`config.mk`:
```
export PLATFORM = sky130hd
export DESIGN_NAME = get_cube
export DESIGN_NICKNAME = d
export VERILOG_FILES = /design/src/rtl/get_cube_pkg.sv /design/src/rtl/get_cube.sv
export SDC_FILE = /design/constraint.sdc
export NUM_CORES = 1
export LEC_CHECK = 0
export ABC_AREA = 1
export BUFFER_PORTS_ARGS = -buffer_cell sky130_fd_sc_hd__buf_2
export CAP_MARGIN = 20
export CORE_ASPECT_RATIO = 1.75
export CORE_UTILIZATION = 38
export CTS_CLUSTER_DIAMETER = 30
export DETAILED_ROUTE_END_ITERATION = 6
export GPL_ROUTABILITY_DRIVEN = 0
export PLACE_DENSITY = 0.85
export SYNTH_ARGS = -nofsm -noshare
export SYNTH_HDL_FRONTEND = slang
export SYNTH_SLANG_ARGS = --single-unit
```
`constraint.sdc`:
```
create_clock -name clk -period 0.98 [get_ports clk]
set_input_delay 0.147 -clock clk [delete_from_list [all_inputs] [get_ports clk]]
set_output_delay 0.147 -clock clk [all_outputs]
set_load 0.01 [all_outputs]
```
`src/rtl/get_cube_pkg.sv`:
```
// cube_pkg: sine table, point/edge types and the edge-to-vertex table for get_cube.
package cube_pkg;
  localparam int NUM_LINES = 12;
  typedef struct packed {
    logic [15:0] x;
    logic [15:0] y;
  } point_t;
  typedef struct packed {
    logic [2:0] a;
    logic [2:0] b;
  } edge_t;
  // round(32768*sin(d)) for d = 0..90 degrees; 90 degrees is exactly 1.0
  localparam logic [15:0] SIN_Q15 [0:90] = '{
    16'd0,     16'd572,   16'd1144,  16'd1715,  16'd2286,  16'd2856,  16'd3425,
    16'd3993,  16'd4560,  16'd5126,  16'd5690,  16'd6252,  16'd6813,  16'd7371,
    16'd7927,  16'd8481,  16'd9032,  16'd9580,  16'd10126, 16'd10668, 16'd11207,
    16'd11743, 16'd12275, 16'd12803, 16'd13328, 16'd13848, 16'd14365, 16'd14876,
    16'd15384, 16'd15886, 16'd16384, 16'd16877, 16'd17364, 16'd17847, 16'd18324,
    16'd18795, 16'd19261, 16'd19720, 16'd20174, 16'd20622, 16'd21063, 16'd21498,
    16'd21926, 16'd22348, 16'd22763, 16'd23170, 16'd23571, 16'd23965, 16'd24351,
    16'd24730, 16'd25102, 16'd25466, 16'd25822, 16'd26170, 16'd26510, 16'd26842,
    16'd27166, 16'd27482, 16'd27789, 16'd28088, 16'd28378, 16'd28660, 16'd28933,
    16'd29197, 16'd29452, 16'd29698, 16'd29935, 16'd30163, 16'd30382, 16'd30592,
    16'd30792, 16'd30983, 16'd31164, 16'd31336, 16'd31499, 16'd31652, 16'd31795,
    16'd31928, 16'd32052, 16'd32166, 16'd32270, 16'd32365, 16'd32449, 16'd32524,
    16'd32589, 16'd32643, 16'd32688, 16'd32723, 16'd32748, 16'd32763, 16'd32768
  };
  // vertex indices 0..3 are the front face F0..F3, 4..7 the back face B0..B3
  localparam edge_t EDGES [0:NUM_LINES-1] = '{
    '{3'd0, 3'd1}, '{3'd1, 3'd2}, '{3'd2, 3'd3}, '{3'd3, 3'd0},
    '{3'd4, 3'd5}, '{3'd5, 3'd6}, '{3'd6, 3'd7}, '{3'd7, 3'd4},
    '{3'd0, 3'd4}, '{3'd1, 3'd5}, '{3'd2, 3'd6}, '{3'd3, 3'd7}
  };
endpackage

```
`src/rtl/get_cube.sv`:
```
// get_cube: registered endpoint lookup for the 12 edges of an oblique-projected cube.
module get_cube
  import cube_pkg::*;
#(
  parameter int WIDTH = 100,
  parameter int HEIGHT = 100,
  parameter int DEPTH = 5,
  parameter int ADJ_DEG = 45,
  parameter int SCALE = 1
) (
  input  logic        clk,
  input  logic        rst,
  input  logic [31:0] line_id,
  output logic [15:0] x0,
  output logic [15:0] y0,
  output logic [15:0] x1,
  output logic [15:0] y1
);
  localparam int ANG = (ADJ_DEG < 0 || ADJ_DEG > 90) ? 0 : ADJ_DEG;
  localparam int DX = (DEPTH * SCALE * int'(SIN_Q15[90-ANG]) + 16384) >>> 15;
  localparam int DY = (DEPTH * SCALE * int'(SIN_Q15[ANG]) + 16384) >>> 15;
  localparam int W = WIDTH * SCALE;
  localparam int H = HEIGHT * SCALE;
  localparam int VX [0:7] = '{0, W, W, 0, DX, DX + W, DX + W, DX};
  localparam int VY [0:7] = '{DY, DY, DY + H, DY + H, 0, 0, H, H};
  if (ADJ_DEG < 0 || ADJ_DEG > 90 || WIDTH == 0 || HEIGHT == 0 || SCALE == 0 ||
      DX + W > 65535 || DY + H > 65535) begin : g_bad
    $error("get_cube: illegal parameters or coordinates exceed 16 bits");
  end
  logic valid;
  edge_t e;
  point_t p0, p1;
  always_comb begin
    valid = line_id < 32'(NUM_LINES);
    e = valid ? EDGES[line_id[3:0]] : '0;
    p0 = '{16'(VX[e.a]), 16'(VY[e.a])};
    p1 = '{16'(VX[e.b]), 16'(VY[e.b])};
  end
  always_ff @(posedge clk or posedge rst)
    if (rst) {x0, y0, x1, y1} <= '0;
    else if (valid) {x0, y0, x1, y1} <= {p0.x, p0.y, p1.x, p1.y};
    else {x0, y0, x1, y1} <= '0;
endmodule

```
==> run_summary.xml, run 1 <==
<?xml version="1.0" encoding="UTF-8"?>
<metrics>
  <group name="outcome">
    <metric name="outcome" unit="">complete, but fails checks</metric>
    <metric name="violations_in_the_final_reports" unit="">negative setup slack</metric>
  </group>
  <group name="clock_tree">
    <metric name="tritoncts_clock_tree" unit="">yes</metric>
    <metric name="cts_buffers" unit="">3</metric>
    <metric name="ctsRootBufferMaster" unit="">clkbuf_8</metric>
    <metric name="number_of_levels_the_h_tree_was_split_into" unit="">1</metric>
    <metric name="clock_tree.buffer_depth" unit="">2</metric>
    <metric name="clock_sinks" unit="">12</metric>
    <metric name="clkTransAtPathRegs" unit="ns">0.05</metric>
  </group>
  <group name="grt">
    <metric name="grt_antenna_before_repair" unit="">0</metric>
    <metric name="pin_count_of_the_biggest_net_entering_global_routing" unit="">13</metric>
    <metric name="global_route.usage.total" unit="%">13.66</metric>
    <metric name="grt_pass1_vias" unit="">764</metric>
    <metric name="grt_first_pass_wirelength" unit="mm">2.746</metric>
    <metric name="grt-ovfl-total" unit="">0</metric>
  </group>
  <group name="worst_setup_path">
    <metric name="critPathCaptureType" unit="">flop</metric>
    <metric name="worst-path-buf-inv" unit="">3</metric>
    <metric name="cpLargestDelayFamily" unit="">simple AND/OR/NAND/NOR gates</metric>
    <metric name="crit_slowest_cell" unit="">ha_4</metric>
    <metric name="crit_path_max_fanout" unit="">4</metric>
    <metric name="setup.worst_path.class" unit="">in2reg</metric>
    <metric name="data_arrival_time_of_the_worst_path" unit="ns">1.25</metric>
    <metric name="timing.critical_path.cells" unit="">buf_6 -&gt; nor2_2 -&gt; nand2_2 -&gt; nor2_4 -&gt; nand2_2 -&gt; nor2_4 -&gt; inv_2 -&gt; nor2_4 -&gt; ha_4 -&gt; inv_2 -&gt; nor2_2</metric>
    <metric name="worstSetupStartpointType" unit="">primary input</metric>
    <metric name="critical_path_required" unit="ns">1.11</metric>
    <metric name="worstSetupStartpoint" unit="">line_id[23]</metric>
    <metric name="cpMostUsedCell" unit="">nor2_4</metric>
    <metric name="cp_slowest_stage_delay" unit="ns">0.21</metric>
  </group>
  <group name="timing">
    <metric name="hold_viol" unit="">0</metric>
    <metric name="part_of_the_cycle_the_worst_path_needs" unit="%">114.0</metric>
    <metric name="relative_slew_slack" unit="%">64.82</metric>
    <metric name="setup_slack" unit="ns">-0.1368</metric>
    <metric name="max_clock_freq" unit="MHz">895.4</metric>
    <metric name="rsz_0062_raised_after_global_routing" unit="">true</metric>
    <metric name="post_route_minimum_period" unit="ns">1.117</metric>
    <metric name="drv_slew" unit="">0</metric>
    <metric name="timing_worst_slew_pin_value" unit="ns">0.5222</metric>
    <metric name="final.setup.tns" unit="ns">-0.3230</metric>
    <metric name="finalSetupViolCount" unit="">5</metric>
  </group>
  <group name="place">
    <metric name="post_place_cells" unit="">215</metric>
    <metric name="place.port_buffers" unit="">49</metric>
    <metric name="hpwlAfterDp" unit="mm">1.480</metric>
  </group>
  <group name="floorplanning">
    <metric name="start_util" unit="%">39.99</metric>
    <metric name="die_area" unit="sq um">2807</metric>
    <metric name="num_rows" unit="">24</metric>
    <metric name="dieHeight" unit="um">69.34</metric>
    <metric name="pin_count" unit="">98</metric>
    <metric name="die_w" unit="um">40.48</metric>
    <metric name="core_area" unit="sq um">2462</metric>
  </group>
  <group name="routing">
    <metric name="route.detailed.vias_per_inst" unit="">4.013</metric>
    <metric name="post_drt_wl_per_cell" unit="um">8.686</metric>
    <metric name="drt_first_iter_violations" unit="">10</metric>
    <metric name="drt-pass1-iter-count" unit="">4</metric>
    <metric name="vias" unit="">895</metric>
    <metric name="drt_wl_total" unit="mm">1.937</metric>
    <metric name="ant_nets" unit="">0</metric>
    <metric name="remaining_drc_errors" unit="">0</metric>
  </group>
  <group name="synth">
    <metric name="synthDominantCellAreaShare" unit="%">39.64</metric>
    <metric name="mean_post_synth_cell_area" unit="sq um">7.404</metric>
    <metric name="synth_most_common_cell" unit="">buf_4</metric>
    <metric name="seq_area_frac_synth" unit="%">30.50</metric>
    <metric name="synth-main-ff-cell" unit="">dfrtp_1</metric>
    <metric name="syn_area" unit="sq um">984.7</metric>
    <metric name="number_of_enable_type_register_cells_in_the_synthesized_netlist" unit="">0</metric>
    <metric name="synthesis.instances" unit="">133</metric>
    <metric name="synth.ff_latch_count" unit="">12</metric>
    <metric name="async_reset_ff_share" unit="%">100.0</metric>
    <metric name="yosys-top-cells-count" unit="">buf_4, nor2_1, nand2_1</metric>
    <metric name="yosys-top-cells-area" unit="">buf_4, dfrtp_1, nor2_1</metric>
    <metric name="yosys_warnings" unit="">0</metric>
    <metric name="yosys.area.top_type" unit="">buf_4</metric>
    <metric name="synth.lib_cells_used.distinct" unit="">13</metric>
  </group>
  <group name="finish">
    <metric name="final_layout_size_suffix_gt1_share" unit="%">51.27</metric>
    <metric name="filler_cell_count" unit="">241</metric>
    <metric name="ff_latch_area" unit="sq um">300.3</metric>
    <metric name="layout.cells.non_filler" unit="">223</metric>
    <metric name="num_antenna_cells" unit="">0</metric>
    <metric name="finish.net_count" unit="">234</metric>
    <metric name="multi_input_comb_area" unit="sq um">561.8</metric>
    <metric name="fin_util" unit="%">57.88</metric>
    <metric name="synthToLayoutAreaGrowth" unit="%">44.73</metric>
  </group>
  <group name="min_path">
    <metric name="worstHoldEndpoint" unit="">x0[5]$_DFF_PP0_</metric>
    <metric name="worst_hold_startpoint" unit="">line_id[0]</metric>
    <metric name="min_delay_path_depth" unit="">4</metric>
    <metric name="worstHoldPathType" unit="">in2reg</metric>
  </group>
  <group name="run">
    <metric name="max-cap-violations" unit="">0</metric>
  </group>
  <group name="power_and_ir_drop">
    <metric name="power.static_leakage" unit="nW">0.8399</metric>
    <metric name="max-vdd-ir-drop" unit="uV">401.1</metric>
    <metric name="power_per_cell_area" unit="nW/um^2">873.2</metric>
  </group>
</metrics>
placed cells by master (no fill, tap or decap):
master and n:
a21oi_1 1, ha_4 1, buf_6 11, dfrtp_1 12
inv_2 3, dlygate4sd3_1 1, inv_1 9, clkbuf_8 3
buf_2 38, o21ai_2 1, nor2_1 10, o21ai_0 4
nand3_1 1, xnor2_1 1, conb_1 48, nand2_2 8
nor2_2 7, buf_4 16, a21oi_2 1, nand2_1 9
nor2_4 12
worst max-delay path by stage:
stage / to / slack (ns) / depth (start not counted)
after floorplan: y1[2]$_DFF_PP0_ / -0.23 / 10
after global placement: y1[2]$_DFF_PP0_ / -0.44 / 11
after detailed placement: y1[2]$_DFF_PP0_ / -0.47 / 11
after CTS: y1[2]$_DFF_PP0_ / -0.13 / 11
after global routing: y1[2]$_DFF_PP0_ / -0.24 / 11
final: y1[2]$_DFF_PP0_ / -0.14 / 11
report_power, final:
group           switching, mW  internal, mW
clock network           0.155         0.269
registers      0.000000000596         0.497
logic                   0.189         0.135
state kept, by name, summed over array words and instances (netlist names):
signal / flops
x0: 3
x1: 3
y0: 3
y1: 3
logic make-up after synthesis:
group / count (synthesis) / share of synthesized area [%]
AOI/OAI and AO/OA: 7 / 3.939
xor gates and xnor gates: 1 / 0.8896
adders and majority gates: 1 / 1.270
buffers and inverters: 64 / 44.22
DFF: 12 / 30.50
other: 1 / 0.3808
and+or+nand+nor: 47 / 18.80
cell type report:
class,count,share of cell area [%]
sequential,12,21.07
timing repair buffer,66,31.17
clock buffer,3,2.897
multi-input combinational,104,39.42
tap,26,2.283
inverter,12,3.161
through the flow:
stage          cell area, sq um  total power [mW]  setup WS, ns  hold slack [ns]
3_5_place_dp               1166            0.7590       -0.4676           0.1602
3_3_place_gp               1166            0.7543       -0.4416           0.1437
6_report                   1425             1.244       -0.1368           0.3450
4_1_cts                    1252             1.185       -0.1256           0.3397
2_1_floorplan              1189            0.7833       -0.2255          0.01170
5_1_grt                    1425             1.316       -0.2388           0.3812
per-layer routing:
layer	wire length, um	up-vias	part of all wire, %	global-route usage, %
li1	-	425	-	-
met1	474	390	24	10.68
met2	1215	75	63	27.16
met3	210	5	11	1.603
met4	36	0	1.9	6.667
met5	0	-	0	0
repair_timing:
item | CTS | global route
endpoints found under the setup margin | 2 | 10
pin swaps | 10 | 22
endpoints found under the hold margin | 12 | 0
hold buffers | 1 | 0
buffers inserted | 2 | 2
gates resized for setup | 5 | 39
Note: power is estimated with default switching activity, not from simulation.
==> inputs of run 2 (changes only) <==
--- a/config.mk
+++ b/config.mk
@@ -14,6 +14,7 @@
 export DETAILED_ROUTE_END_ITERATION = 6
 export GPL_ROUTABILITY_DRIVEN = 0
 export PLACE_DENSITY = 0.85
+export SETUP_SLACK_MARGIN = 0.3
 export SYNTH_ARGS = -nofsm -noshare
 export SYNTH_HDL_FRONTEND = slang
 export SYNTH_SLANG_ARGS = --single-unit
==> run 2 against run 1 <==
Net effect: global-route usage fell by 1.1 points; via count fell by 4.6%; hold slack got worse by 0.44 ns; largest cell class unchanged; critical endpoint unchanged; die area did not move; non-clock buffer count fell by 3; the flow finishes with violations (negative hold slack, negative setup slack); setup slack improved by 0.062 ns; largest power group is now the clock network; critical path type unchanged; highest routed layer unchanged; total power rose by 4.7%; flip-flop and latch count did not move; first-iteration DRC count fell by 50%; sequential power barely moved; maximum frequency rose by 5.9%; final cell count fell by 0.90%.
==> run_summary.xml, run 2 (synthesized netlist as in run 1, its figures left out) <==
<?xml version="1.0" encoding="UTF-8"?>
<metrics>
  <group name="place">
    <metric name="preCtsSetupSlack" unit="ns">-0.3569</metric>
    <metric name="detailed_place.area" unit="sq um">1151</metric>
    <metric name="place.port_buffers" unit="">49</metric>
    <metric name="hpwlAfterDp" unit="mm">1.387</metric>
  </group>
  <group name="grt">
    <metric name="grt_antenna_before_repair" unit="">0</metric>
    <metric name="global_route.usage.total" unit="%">12.51</metric>
    <metric name="pin_count_of_the_biggest_net_entering_global_routing" unit="">13</metric>
    <metric name="grt-ovfl-total" unit="">0</metric>
    <metric name="grt_first_pass_wirelength" unit="mm">2.456</metric>
    <metric name="grt_pass1_vias" unit="">684</metric>
  </group>
  <group name="routing">
    <metric name="ant_nets" unit="">0</metric>
    <metric name="drt-pass1-iter-count" unit="">3</metric>
    <metric name="drt_first_iter_violations" unit="">5</metric>
    <metric name="vias" unit="">854</metric>
    <metric name="drt_wl_total" unit="mm">1.711</metric>
    <metric name="route.detailed.vias_per_inst" unit="">3.864</metric>
    <metric name="remaining_drc_errors" unit="">0</metric>
    <metric name="post_drt_wl_per_cell" unit="um">7.742</metric>
  </group>
  <group name="timing">
    <metric name="hold_viol" unit="">12</metric>
    <metric name="setup_slack" unit="ns">-0.07454</metric>
    <metric name="worst_hold_slack" unit="ns">-0.09717</metric>
    <metric name="drv_slew" unit="">0</metric>
    <metric name="rsz_0062_raised_after_global_routing" unit="">true</metric>
    <metric name="part_of_the_cycle_the_worst_path_needs" unit="%">107.6</metric>
    <metric name="max_clock_freq" unit="MHz">948.3</metric>
    <metric name="finalSetupViolCount" unit="">4</metric>
    <metric name="post_route_minimum_period" unit="ns">1.055</metric>
  </group>
  <group name="worst_setup_path">
    <metric name="worstSetupStartpointType" unit="">primary input</metric>
    <metric name="critPathCaptureType" unit="">flop</metric>
    <metric name="setup.worst_path.class" unit="">in2reg</metric>
    <metric name="worstSetupStartpoint" unit="">line_id[11]</metric>
    <metric name="data_arrival_time_of_the_worst_path" unit="ns">1.18</metric>
    <metric name="crit_path_max_fanout" unit="">3</metric>
    <metric name="critical_path.endpoint" unit="">y1[2]$_DFF_PP0_</metric>
    <metric name="critical_path_required" unit="ns">1.11</metric>
  </group>
  <group name="clock_tree">
    <metric name="ctsRootBufferMaster" unit="">clkbuf_8</metric>
    <metric name="clock_tree.buffer_depth" unit="">2</metric>
    <metric name="tritoncts_clock_tree" unit="">yes</metric>
    <metric name="clock_sinks" unit="">12</metric>
    <metric name="number_of_levels_the_h_tree_was_split_into" unit="">1</metric>
    <metric name="cts_buffers" unit="">3</metric>
    <metric name="clkTransAtPathRegs" unit="ns">0.05</metric>
  </group>
  <group name="run">
    <metric name="max-cap-violations" unit="">0</metric>
  </group>
  <group name="floorplanning">
    <metric name="die_w" unit="um">40.48</metric>
    <metric name="pin_count" unit="">98</metric>
    <metric name="core_area" unit="sq um">2462</metric>
    <metric name="num_rows" unit="">24</metric>
    <metric name="dieHeight" unit="um">69.34</metric>
    <metric name="start_util" unit="%">39.99</metric>
    <metric name="die_area" unit="sq um">2807</metric>
  </group>
  <group name="power_and_ir_drop">
    <metric name="power.static_leakage" unit="nW">0.8462</metric>
    <metric name="max-vdd-ir-drop" unit="uV">421.3</metric>
    <metric name="power_per_cell_area" unit="nW/um^2">915.4</metric>
  </group>
  <group name="finish">
    <metric name="final_cell_mix" unit="">conb_1, buf_2, buf_6</metric>
    <metric name="final_layout_size_suffix_gt1_share" unit="%">48.21</metric>
    <metric name="final_design_area_no_fill" unit="sq um">1423</metric>
    <metric name="final_common_cell" unit="">conb_1</metric>
    <metric name="synthToLayoutAreaGrowth" unit="%">44.47</metric>
    <metric name="finish.net_count" unit="">231</metric>
    <metric name="num_antenna_cells" unit="">0</metric>
  </group>
  <group name="min_path">
    <metric name="worstHoldPathType" unit="">in2async</metric>
  </group>
  <group name="outcome">
    <metric name="outcome" unit="">complete, but fails checks</metric>
    <metric name="violations_in_the_final_reports" unit="">negative hold slack, negative setup slack</metric>
  </group>
</metrics>
==> run 2: worst min path at each step <==
stage / from / to / cells past startpoint
final: rst / x1[3]$_DFF_PP0_ / 2
after global routing: rst / y0[2]$_DFF_PP0_ / 2
after CTS: rst / x1[3]$_DFF_PP0_ / 2
after detailed placement: rst / y0[3]$_DFF_PP0_ / 2
after global placement: rst / x0[3]$_DFF_PP0_ / 2
after floorplan: rst / x0[2]$_DFF_PP0_ / 1
==> run 2: routing by layer <==
| layer | up-vias | global-route usage (%) | share of wire (%) |
|---|---|---|---|
| met2 | 72 | 24.69 | 63 |
| met1 | 360 | 9.407 | 25 |
| met3 | 2 | 0.9615 | 9.5 |
| met4 | 0 | 7.778 | 1.6 |
| li1 | 420 | - | - |
| met5 | - | 0 | 0 |
==> run 2: power by group <==
| part | total [mW] | switching [mW] | internal [mW] |
|---|---|---|---|
| combinational | 0.296 | 0.174 | 0.122 |
| sequential | 0.497 | 0.000000000685 | 0.497 |
| clock | 0.510 | 0.157 | 0.353 |
| total | 1.30 | 0.331 | 0.971 |
==> run 2: through the flow <==
stage | cells | hold WS (ns) | TNS (ns) | utilization [%] | power, mW
floorplan | 180 | 0.01170 | -0.3526 | - | 0.7860
global placement | 212 | 0.1460 | -1.823 | 46.75 | 0.7501
detailed placement | 212 | 0.1603 | -1.985 | 46.75 | 0.7526
CTS | 221 | -0.08648 | -0.2166 | 52.74 | 1.279
global route | 221 | -0.06275 | -1.136 | 57.77 | 1.365
finish | 221 | -0.09717 | -0.1398 | 57.77 | 1.302
==> run 2: layout make-up <==
type	count	area, sq um
Fill cell	227	1040
Multi-Input combinational cell	104	529.3
Timing Repair Buffer	63	460.4
Sequential cell	12	300.3
Clock buffer	4	55.05
Inverter	12	45.04
Tap cell	26	32.53
==> run 2: worst max-delay path, cell delays in order <==
cell	delay, ns
buf_6	0.09
nor2_2	0.09
nand2_1	0.06
nor2_1	0.10
nand2_1	0.10
nor2_4	0.13
inv_2	0.07
nor2_4	0.13
ha_4	0.21
inv_2	0.04
nor2_1	0.03
==> run 2: repair_timing <==
action / in CTS / in global routing
setup buffers: 5 / 0
pin swaps: 15 / 20
resized for setup: 13 / 30
endpoints found under the setup margin: 28 / 28
gates cloned: 0 / 0
endpoints found under the hold margin: 12 / 12
